==> src/rtl/sprite_draw_sequencer.sv <==
// sprite_draw_sequencer: per-frame scheduler that walks a sprite table and
// issues one draw command per active entry to the downstream sprite drawer,
// waiting for each draw to finish before issuing the next.
// Optional feature macro: SPRITE_SEQ_PENDING_EN (one-deep queued restart
// when frame_start arrives while a pass is still running).
//
// state     | meaning
// ----------+-----------------------------------------------------------
// IDLE      | no pass in progress, waiting for frame_start
// SCAN      | examine table entry idx, issue command if active
// WAIT_LOW  | command issued, waiting for the drawer to drop done
// WAIT_HIGH | drawer busy, waiting for done to return high
// ADV       | step to next index or finish the pass
module sprite_draw_sequencer #(
  parameter int NUM_SPRITES = 16,
  parameter int IDX_W       = 4
) (
  input  logic              clk,
  input  logic              rst,
  input  logic              tbl_we,
  input  logic [IDX_W-1:0]  tbl_idx,
  input  logic [16:0]       tbl_coord,
  input  logic [7:0]        tbl_img,
  input  logic              tbl_active,
  input  logic              frame_start,
  output logic              draw_start,
  output logic [16:0]       draw_coord,
  output logic [7:0]        draw_img,
  input  logic              draw_done,
  output logic              busy,
  output logic              frame_done,
  output logic              overrun,
  output logic [IDX_W:0]    drawn_cnt
);

  localparam logic [IDX_W-1:0] LAST_IDX    = IDX_W'(NUM_SPRITES - 1);
  localparam logic [IDX_W:0]   NUM_ENTRIES = (IDX_W+1)'(NUM_SPRITES);

  typedef enum logic [2:0] {
    IDLE      = 3'd0,
    SCAN      = 3'd1,
    WAIT_LOW  = 3'd2,
    WAIT_HIGH = 3'd3,
    ADV       = 3'd4
  } state_t;

  state_t            state_q, state_d;
  logic [IDX_W-1:0]  idx_q, idx_d;
  logic [IDX_W:0]    run_cnt_q, run_cnt_d;
  logic [IDX_W:0]    drawn_cnt_q, drawn_cnt_d;
  logic              draw_start_q, draw_start_d;
  logic [16:0]       draw_coord_q, draw_coord_d;
  logic [7:0]        draw_img_q, draw_img_d;
  logic              overrun_q, overrun_d;
  logic              busy_w;
  logic              last_adv;
  logic              restart;

  logic [16:0]       tbl_coord_q  [NUM_SPRITES];
  logic [7:0]        tbl_img_q    [NUM_SPRITES];
  logic              tbl_active_q [NUM_SPRITES];

  // Table storage: game-logic writes, out-of-range indices dropped.
  always_ff @(posedge clk) begin
    if (rst) begin
      for (int i = 0; i < NUM_SPRITES; i++) begin
        tbl_coord_q[i]  <= '0;
        tbl_img_q[i]    <= '0;
        tbl_active_q[i] <= 1'b0;
      end
    end else if (tbl_we && ({1'b0, tbl_idx} < NUM_ENTRIES)) begin
      tbl_coord_q[tbl_idx]  <= tbl_coord;
      tbl_img_q[tbl_idx]    <= tbl_img;
      tbl_active_q[tbl_idx] <= tbl_active;
    end
  end

  assign busy_w   = (state_q != IDLE);
  assign last_adv = (state_q == ADV) && (idx_q == LAST_IDX);

`ifdef SPRITE_SEQ_PENDING_EN
  logic pending_q, pending_d;

  // A frame_start landing in the final ADV cycle is folded into the restart.
  assign restart = pending_q | frame_start;

  // Pending flag: one-deep, further overruns are absorbed.
  always_comb begin
    pending_d = pending_q;
    if (last_adv) begin
      pending_d = 1'b0;
    end else if (frame_start && busy_w) begin
      pending_d = 1'b1;
    end
  end

  // Pending flag register.
  always_ff @(posedge clk) begin
    if (rst) begin
      pending_q <= 1'b0;
    end else begin
      pending_q <= pending_d;
    end
  end
`else
  assign restart = 1'b0;
`endif

  // Next-state and registered-output logic for the draw walk.
  always_comb begin
    state_d      = state_q;
    idx_d        = idx_q;
    run_cnt_d    = run_cnt_q;
    drawn_cnt_d  = drawn_cnt_q;
    draw_start_d = 1'b0;
    draw_coord_d = draw_coord_q;
    draw_img_d   = draw_img_q;
    overrun_d    = frame_start && busy_w;

    unique case (state_q)
      IDLE: begin
        if (frame_start) begin
          state_d   = SCAN;
          idx_d     = '0;
          run_cnt_d = '0;
        end
      end
      SCAN: begin
        if (tbl_active_q[idx_q]) begin
          draw_start_d = 1'b1;
          draw_coord_d = tbl_coord_q[idx_q];
          draw_img_d   = tbl_img_q[idx_q];
          state_d      = WAIT_LOW;
        end else begin
          state_d = ADV;
        end
      end
      WAIT_LOW: begin
        if (!draw_done) begin
          state_d = WAIT_HIGH;
        end
      end
      WAIT_HIGH: begin
        if (draw_done) begin
          run_cnt_d = run_cnt_q + 1'b1;
          state_d   = ADV;
        end
      end
      ADV: begin
        if (idx_q == LAST_IDX) begin
          drawn_cnt_d = run_cnt_q;
          if (restart) begin
            state_d   = SCAN;
            idx_d     = '0;
            run_cnt_d = '0;
          end else begin
            state_d = IDLE;
          end
        end else begin
          idx_d   = idx_q + 1'b1;
          state_d = SCAN;
        end
      end
      default: begin
        state_d = IDLE;
      end
    endcase
  end

  // State and output registers; reset abandons any pass in flight.
  always_ff @(posedge clk) begin
    if (rst) begin
      state_q      <= IDLE;
      idx_q        <= '0;
      run_cnt_q    <= '0;
      drawn_cnt_q  <= '0;
      draw_start_q <= 1'b0;
      draw_coord_q <= '0;
      draw_img_q   <= '0;
      overrun_q    <= 1'b0;
    end else begin
      state_q      <= state_d;
      idx_q        <= idx_d;
      run_cnt_q    <= run_cnt_d;
      drawn_cnt_q  <= drawn_cnt_d;
      draw_start_q <= draw_start_d;
      draw_coord_q <= draw_coord_d;
      draw_img_q   <= draw_img_d;
      overrun_q    <= overrun_d;
    end
  end

  assign draw_start = draw_start_q;
  assign draw_coord = draw_coord_q;
  assign draw_img   = draw_img_q;
  assign busy       = busy_w;
  assign frame_done = last_adv;
  assign overrun    = overrun_q;
  assign drawn_cnt  = drawn_cnt_q;

endmodule

==> config.mk <==
export PLATFORM = sky130hd
export DESIGN_NAME = sprite_draw_sequencer
export DESIGN_NICKNAME = d
export VERILOG_FILES = /design/src/rtl/sprite_draw_sequencer.sv
export SDC_FILE = /design/constraint.sdc
export NUM_CORES = 1
export LEC_CHECK = 0
export BUFFER_PORTS_ARGS = -buffer_cell sky130_fd_sc_hd__buf_2
export CAP_MARGIN = 15
export CORE_MARGIN = 1.5
export CORE_UTILIZATION = 56
export DETAILED_ROUTE_END_ITERATION = 12
export GPL_ROUTABILITY_DRIVEN = 0
export PLACE_DENSITY = 0.83
export REMOVE_ABC_BUFFERS = 1
export SKIP_CTS_REPAIR_TIMING = 1
export SYNTH_ARGS = -nofsm -noshare
export SYNTH_HDL_FRONTEND = slang
export SYNTH_SLANG_ARGS = --single-unit
==> constraint.sdc <==
create_clock -name clk -period 2 [get_ports clk]
set_clock_uncertainty 0.2 [all_clocks]
set_input_delay 0.4 -clock clk [delete_from_list [all_inputs] [get_ports clk]]
set_output_delay 0.4 -clock clk [all_outputs]
set_load 0.01 [all_outputs]
Word level (Yosys, flattened, before mapping)
Memory sizes are Yosys's and may differ from the RTL's. A register that Yosys moved wholly into a read port is not among the register bits. Index checks and enable logic that the tools add are counted.

Register bits: 19. Bits in latches: 0. Bits in writable memories: 416. ROM bits: 0. Input port bits: 35. Word-level logic and storage cells: 65. Memories kept: 3.

$add $sub $neg: 2. $mul: 0. Div/mod/pow operators: 0. Order comparisons: 0. Equal/unequal tests: 9. Shift-type cells: 0. Multiplexer cells: 29. Bitwise logic cells: 1. Reduce and logical (&&, ||, !) cells: 15.

Memories: tbl_coord_q (words 16, bits a word 17, read ports 1, clocked after memory_dff 1, wr ports 16, RTL line 59) `logic [16:0] tbl_coord_q [NUM_SPRITES];`; tbl_img_q (words 16, bits a word 8, read ports 1, clocked after memory_dff 1, wr ports 16, RTL line 60) `logic [7:0] tbl_img_q [NUM_SPRITES];`; tbl_active_q (words 16, bits a word 1, read ports 1, clocked after memory_dff 1, wr ports 16, RTL line 61) `logic tbl_active_q [NUM_SPRITES];`.

Operators by type and width (count): $mux 4 (7); $mux 17 (1); $reduce_or 17->1 (1); $pmux 3 s5 (1); $mux 3 (4); $mux 1 (11); $mux 5 (2); $pmux 5 s2 (1); $reduce_and 3->1 (3); $mux 8 (1); $ne 2x2->1 const B (4); $pmux 4 s2 (1); $reduce_or 8->1 (1); $eq 3x2->1 const B (2); $add 5x1->5 const B (1); $add 4x1->4 const B (1); $eq 4x4->1 const B (1); $reduce_and 2->1 (2); $reduce_bool 2->1 (2); $eq 3x1->1 const B (1); $eq 3x3->1 const B (1); $logic_not 3->1 (1); $reduce_bool 3->1 (1); $logic_and 1x1->1 (2); 3 further kinds (3).

Longest topological paths before layout
Word-level depth: 5. Mapped depth: 8. Gate-level depth less buffers: 6.

Least setup slack after synthesis
Ideal clock, no wire load.

Path type: input-to-reg. From: in rst. To: mem tbl_active_q[0], enable pin. Setup time: 364 ps. Arrival time: 1606 ps. Data required time: 1436 ps. Slack: -170 ps. Stages on the path: 4. Path buffers: 0. Path through: nand2b_1 -> or3_4 -> nor3_2 -> or2_2.

RTL lines: start: declaration (RTL line 19) `input logic rst,`; end: declaration (RTL line 61).

==> flow_results.org <==
** Power and ir drop
- Summed over all cells, the static leakage comes to 8.73 nW.
- Cell Pwr Density :: 879 nW/um^2
- The worst-case IR drop observed on VDD is 0.668 mV.
- The design draws 21.6 mW.

** STA
- Final Hold Viols :: 1
- Of the available clock period, the critical path in the final layout requires 1.12.
- Static timing analysis puts the maximum clock frequency at 0.447 GHz.
- RSZ-0062 raised after global routing :: yes
- Number of pins with negative max-slew slack in the final report :: 0
- Final setup violation count :: 27
- Setup WS post-layout :: -239 ps
- Min Clock Period, post-route :: 2240 ps
- Hold timing on the final database bottoms out at a slack of -97.4 ps.
- The worst pin sits at a relative slew slack of 0.559.
- At the pin with the least slew margin, the transition time is 659 ps.

** Placed design
- Count of port buffers added during placement :: 68
- After detailed placement, the total cell area comes to 22,400 sq um.
- Detailed placement finished with a half-perimeter wire length of 34,100 microns.
- Worst slack at placement :: -250 ps

** Detailed routing
- Detail-routed net length per standard cell :: 27.7 microns
- The final layout contains routed wiring with a total length of 56,300 microns.
- Post-route ant nets :: 0
- Number of DRC violations after detailed routing :: 2
- The routed layout has 12,900 vias.
- In the routed layout, each cell is associated on average with a via count of 6.32.
- The first detailed-routing pass took 9 iterations.
- The detailed router finished its first iteration with 1,620 violations.

** Synthesis
- Sorting the synthesized cells by how often they occur yields sky130_fd_sc_hd__and2_1, sky130_fd_sc_hd__edfxtp_1, sky130_fd_sc_hd__mux4_2, sky130_fd_sc_hd__clkbuf_1, sky130_fd_sc_hd__a22oi_1.
- A synthesized cell averages 14.9 sq um.
- For this run, the number of Yosys warnings is 0.
- Of the total synthesized cell area, the portion taken by XOR and XNOR cells is 0.00256.
- Netlist Area Pre-Place :: 20,500 sq um
- Part of the Yosys area used for sequential elements :: 0.656
- Of the total synthesized cell area, the portion taken by AND, OR, NAND and NOR gates is 0.162.
- Leading area contributor after synthesis :: sky130_fd_sc_hd__edfxtp_1
- Combinational family with the most area after synthesis :: simple AND/OR/NAND/NOR gates
- Total of flip-flops plus latches after synthesis :: 464
- Of the post-synthesis cell area, the part taken by muxes is 0.117.
- For this run, the leading register cell type out of synthesis is sky130_fd_sc_hd__edfxtp_1.
- Area share of fa/ha/maj cells after synthesis :: 0.00122
- Share of the synthesized area in the top cell type :: 0.609
- In the post-synthesis netlist, the biggest area contributors are sky130_fd_sc_hd__edfxtp_1, sky130_fd_sc_hd__and2_1, sky130_fd_sc_hd__mux4_2, sky130_fd_sc_hd__dfxtp_1, sky130_fd_sc_hd__a22oi_1.
- Post-Synthesis Cells :: 1,379
- Most common cell in the netlist :: sky130_fd_sc_hd__and2_1
- Post-synthesis compound-gate area fraction :: 0.0365
- Synthesis instantiated 39 different standard cells from the library.
- For this run, asynchronously set or reset flops after synthesis account for 0.
- In this run, synthesis inferred 416 flip-flops with an integrated enable.

** CTS
- Cell at the root of the clock tree :: sky130_fd_sc_hd__clkbuf_16
- Worst-skew pair later-pin latency :: 580 ps
- Maximum count of clock buffers along a single path :: 3
- The clock net in this run drives a total of 464 sinks.
- Clock-pin slew was measured on the worst setup and hold paths at 70 ps.
- In this run the number of H-tree levels came out at 2.
- TritonCTS built the clock tree.
- Number of buffers added by the clock tree synthesis step :: 47

** Setup path
- STA classifies the critical path endpoint as a register.
- Type of element launching the critical path :: register
- Arrival time worst endpoint :: 2490 ps
- At the worst endpoint, the required time is 2250 ps.
- Worst setup path category :: reg -> reg
- Worst-path fanout max :: 9

** Global route
- Vias in the first global route :: 13,100
- In the global route stage, met1 resource usage came out at 0.375.
- Entering global routing, the biggest net connects 32 pins.
- Global routing usage on met3 :: 0.0812
- Summed over all layers, the global routing overflow is 0.
- The initial antenna violation count came to 5.
- Met2 Use GR :: 0.474
- The layer flagged by global routing as most heavily used is met2.
- Wire length of the first global-routing pass :: 81,400 microns
- Gr usage total :: 0.295

** Worst hold path
- The worst hold path belongs to the class in -> reg.

** Run status
- Outcome :: finished, violations left
- The checks that failed: design-rule violations, negative hold slack, negative setup slack.

** Finish
- Area growth syn-to-layout :: 19.9%
- In the final layout, the share of cells above drive strength 1 is 0.307.
- Area of all placed cells without fillers :: 24,600 sq um
- For this run, the post-layout net count is 1,574.

** Run
- Max-cap violations in this run came to 0.

** Die
- Row generation in the floorplan step produced 69 rows.
- Die Ht :: 194 microns
- The core region is 35,800 sq um.
- Die area :: 37,800 sq um
- Floorplan die width :: 194 microns
- Starting utilization of the core area :: 0.572
- In this run the count of I/O pins placed on the die edge is 69.
[flip-flops by register name (all words and copies together), names as in the netlist, named ones only]
name          cells
tbl_coord_q     272
tbl_img_q       128
draw_coord       17
tbl_active_q     16
draw_img          8
drawn_cnt         5
run_cnt_q         5
idx_q             4
state_q           3
draw_start        1
overrun           1
[path summary, 6_finish.rpt]
| path | cells past startpoint | end | from | slack [ps] |
|---|---|---|---|---|
| worst max-delay path | 8 | draw_img[0]$_SDFFE_PP0P_ | idx_q[0]$_SDFFE_PP0P_ | -240 |
| worst min-delay path | 2 | draw_coord[3]$_SDFFE_PP0P_ | rst | -100 |
| worst max register to register | 8 | draw_img[0]$_SDFFE_PP0P_ | idx_q[0]$_SDFFE_PP0P_ | -240 |
| worst min register to register | 2 | draw_img[2]$_SDFFE_PP0P_ | draw_img[2]$_SDFFE_PP0P_ | 260 |
[kinds of logic after synthesis]
kind of cell | after synthesis
AO/OA/AOI/OAI | 116
XOR/XNOR | 6
adder cells (fa/ha/maj) | 2
buffers and inverters | 114
flip-flops | 464
multiplexers | 114
AND/OR/NAND/NOR | 563
[routing by layer]
| layer | part of all wire | vias to the layer above | routed length (microns) |
|---|---|---|---|
| met5 | 0.00098 | - | 55 |
| met4 | 0.044 | 8 | 2480 |
| met3 | 0.12 | 162 | 6540 |
| met2 | 0.49 | 861 | 27300 |
| met1 | 0.35 | 6458 | 19900 |
| li1 | - | 5387 | - |
[layout make-up]
| class | instances | area (sq um) |
|---|---|---|
| tap | 461 | 577 |
| clock inverter | 22 | 220 |
| fill | 2226 | 11200 |
| antenna | 1 | 2.50 |
| inverter | 5 | 18.8 |
| multi-input combinational | 801 | 6850 |
| timing repair buffer | 218 | 2140 |
| sequential | 464 | 13500 |
| clock buffer | 64 | 1320 |
[cell usage in the layout, fill, tap and decap left out, types with 5 or more instances in the layout]
cell type                   Yosys  final
sky130_fd_sc_hd__and2_1       418    418
sky130_fd_sc_hd__edfxtp_1     416    416
sky130_fd_sc_hd__mux4_2       100    100
sky130_fd_sc_hd__buf_4         14     89
sky130_fd_sc_hd__buf_2          6     66
sky130_fd_sc_hd__clkbuf_16      0     53
sky130_fd_sc_hd__dfxtp_1       48     43
sky130_fd_sc_hd__buf_12         0     40
sky130_fd_sc_hd__a22oi_2        2     37
sky130_fd_sc_hd__nand2_1       34     33
sky130_fd_sc_hd__nand3_1       31     30
sky130_fd_sc_hd__a21oi_1       29     29
sky130_fd_sc_hd__nor2_1        33     22
sky130_fd_sc_hd__o21ai_1       25     21
sky130_fd_sc_hd__a22oi_1       52     17
sky130_fd_sc_hd__or2_2         16     16
sky130_fd_sc_hd__mux2i_1       14     13
sky130_fd_sc_hd__clkinv_2       0     13
sky130_fd_sc_hd__buf_6          3     13
sky130_fd_sc_hd__nor2_2         3     12
sky130_fd_sc_hd__clkbuf_1      86     11
sky130_fd_sc_hd__nor3_2         1      5
sky130_fd_sc_hd__nand2b_1       5      5
sky130_fd_sc_hd__xor2_1         5      5
[stage by stage]
step	instances	setup TNS [ps]	hold slack, ps	utilization
2_1_floorplan	1270	-338260	269	-
3_3_place_gp	1922	-36040	251	0.626
3_5_place_dp	1922	-60700	256	0.626
4_1_cts	2008	-3250	-120	0.669
5_1_grt	2035	-5450	-84.2	0.686
6_report	2036	-4180	-97.4	0.686
[critical path, cell delays in order (launching register included)]
cell	delay [ps]
sky130_fd_sc_hd__dfxtp_4	380
sky130_fd_sc_hd__buf_6	160
sky130_fd_sc_hd__buf_12	190
sky130_fd_sc_hd__buf_16	160
sky130_fd_sc_hd__mux4_2	510
sky130_fd_sc_hd__a22oi_2	240
sky130_fd_sc_hd__nand2_1	70
sky130_fd_sc_hd__o21ai_1	100
sky130_fd_sc_hd__a21oi_1	80
[power by group]
| part | total [mW] | internal (mW) | switching [mW] |
|---|---|---|---|
| logic | 1.48 | 0.644 | 0.832 |
| registers | 11.3 | 11.1 | 0.189 |
| clock network | 8.89 | 5.15 | 3.73 |
No activity file was read; power rests on OpenSTA's default activity.
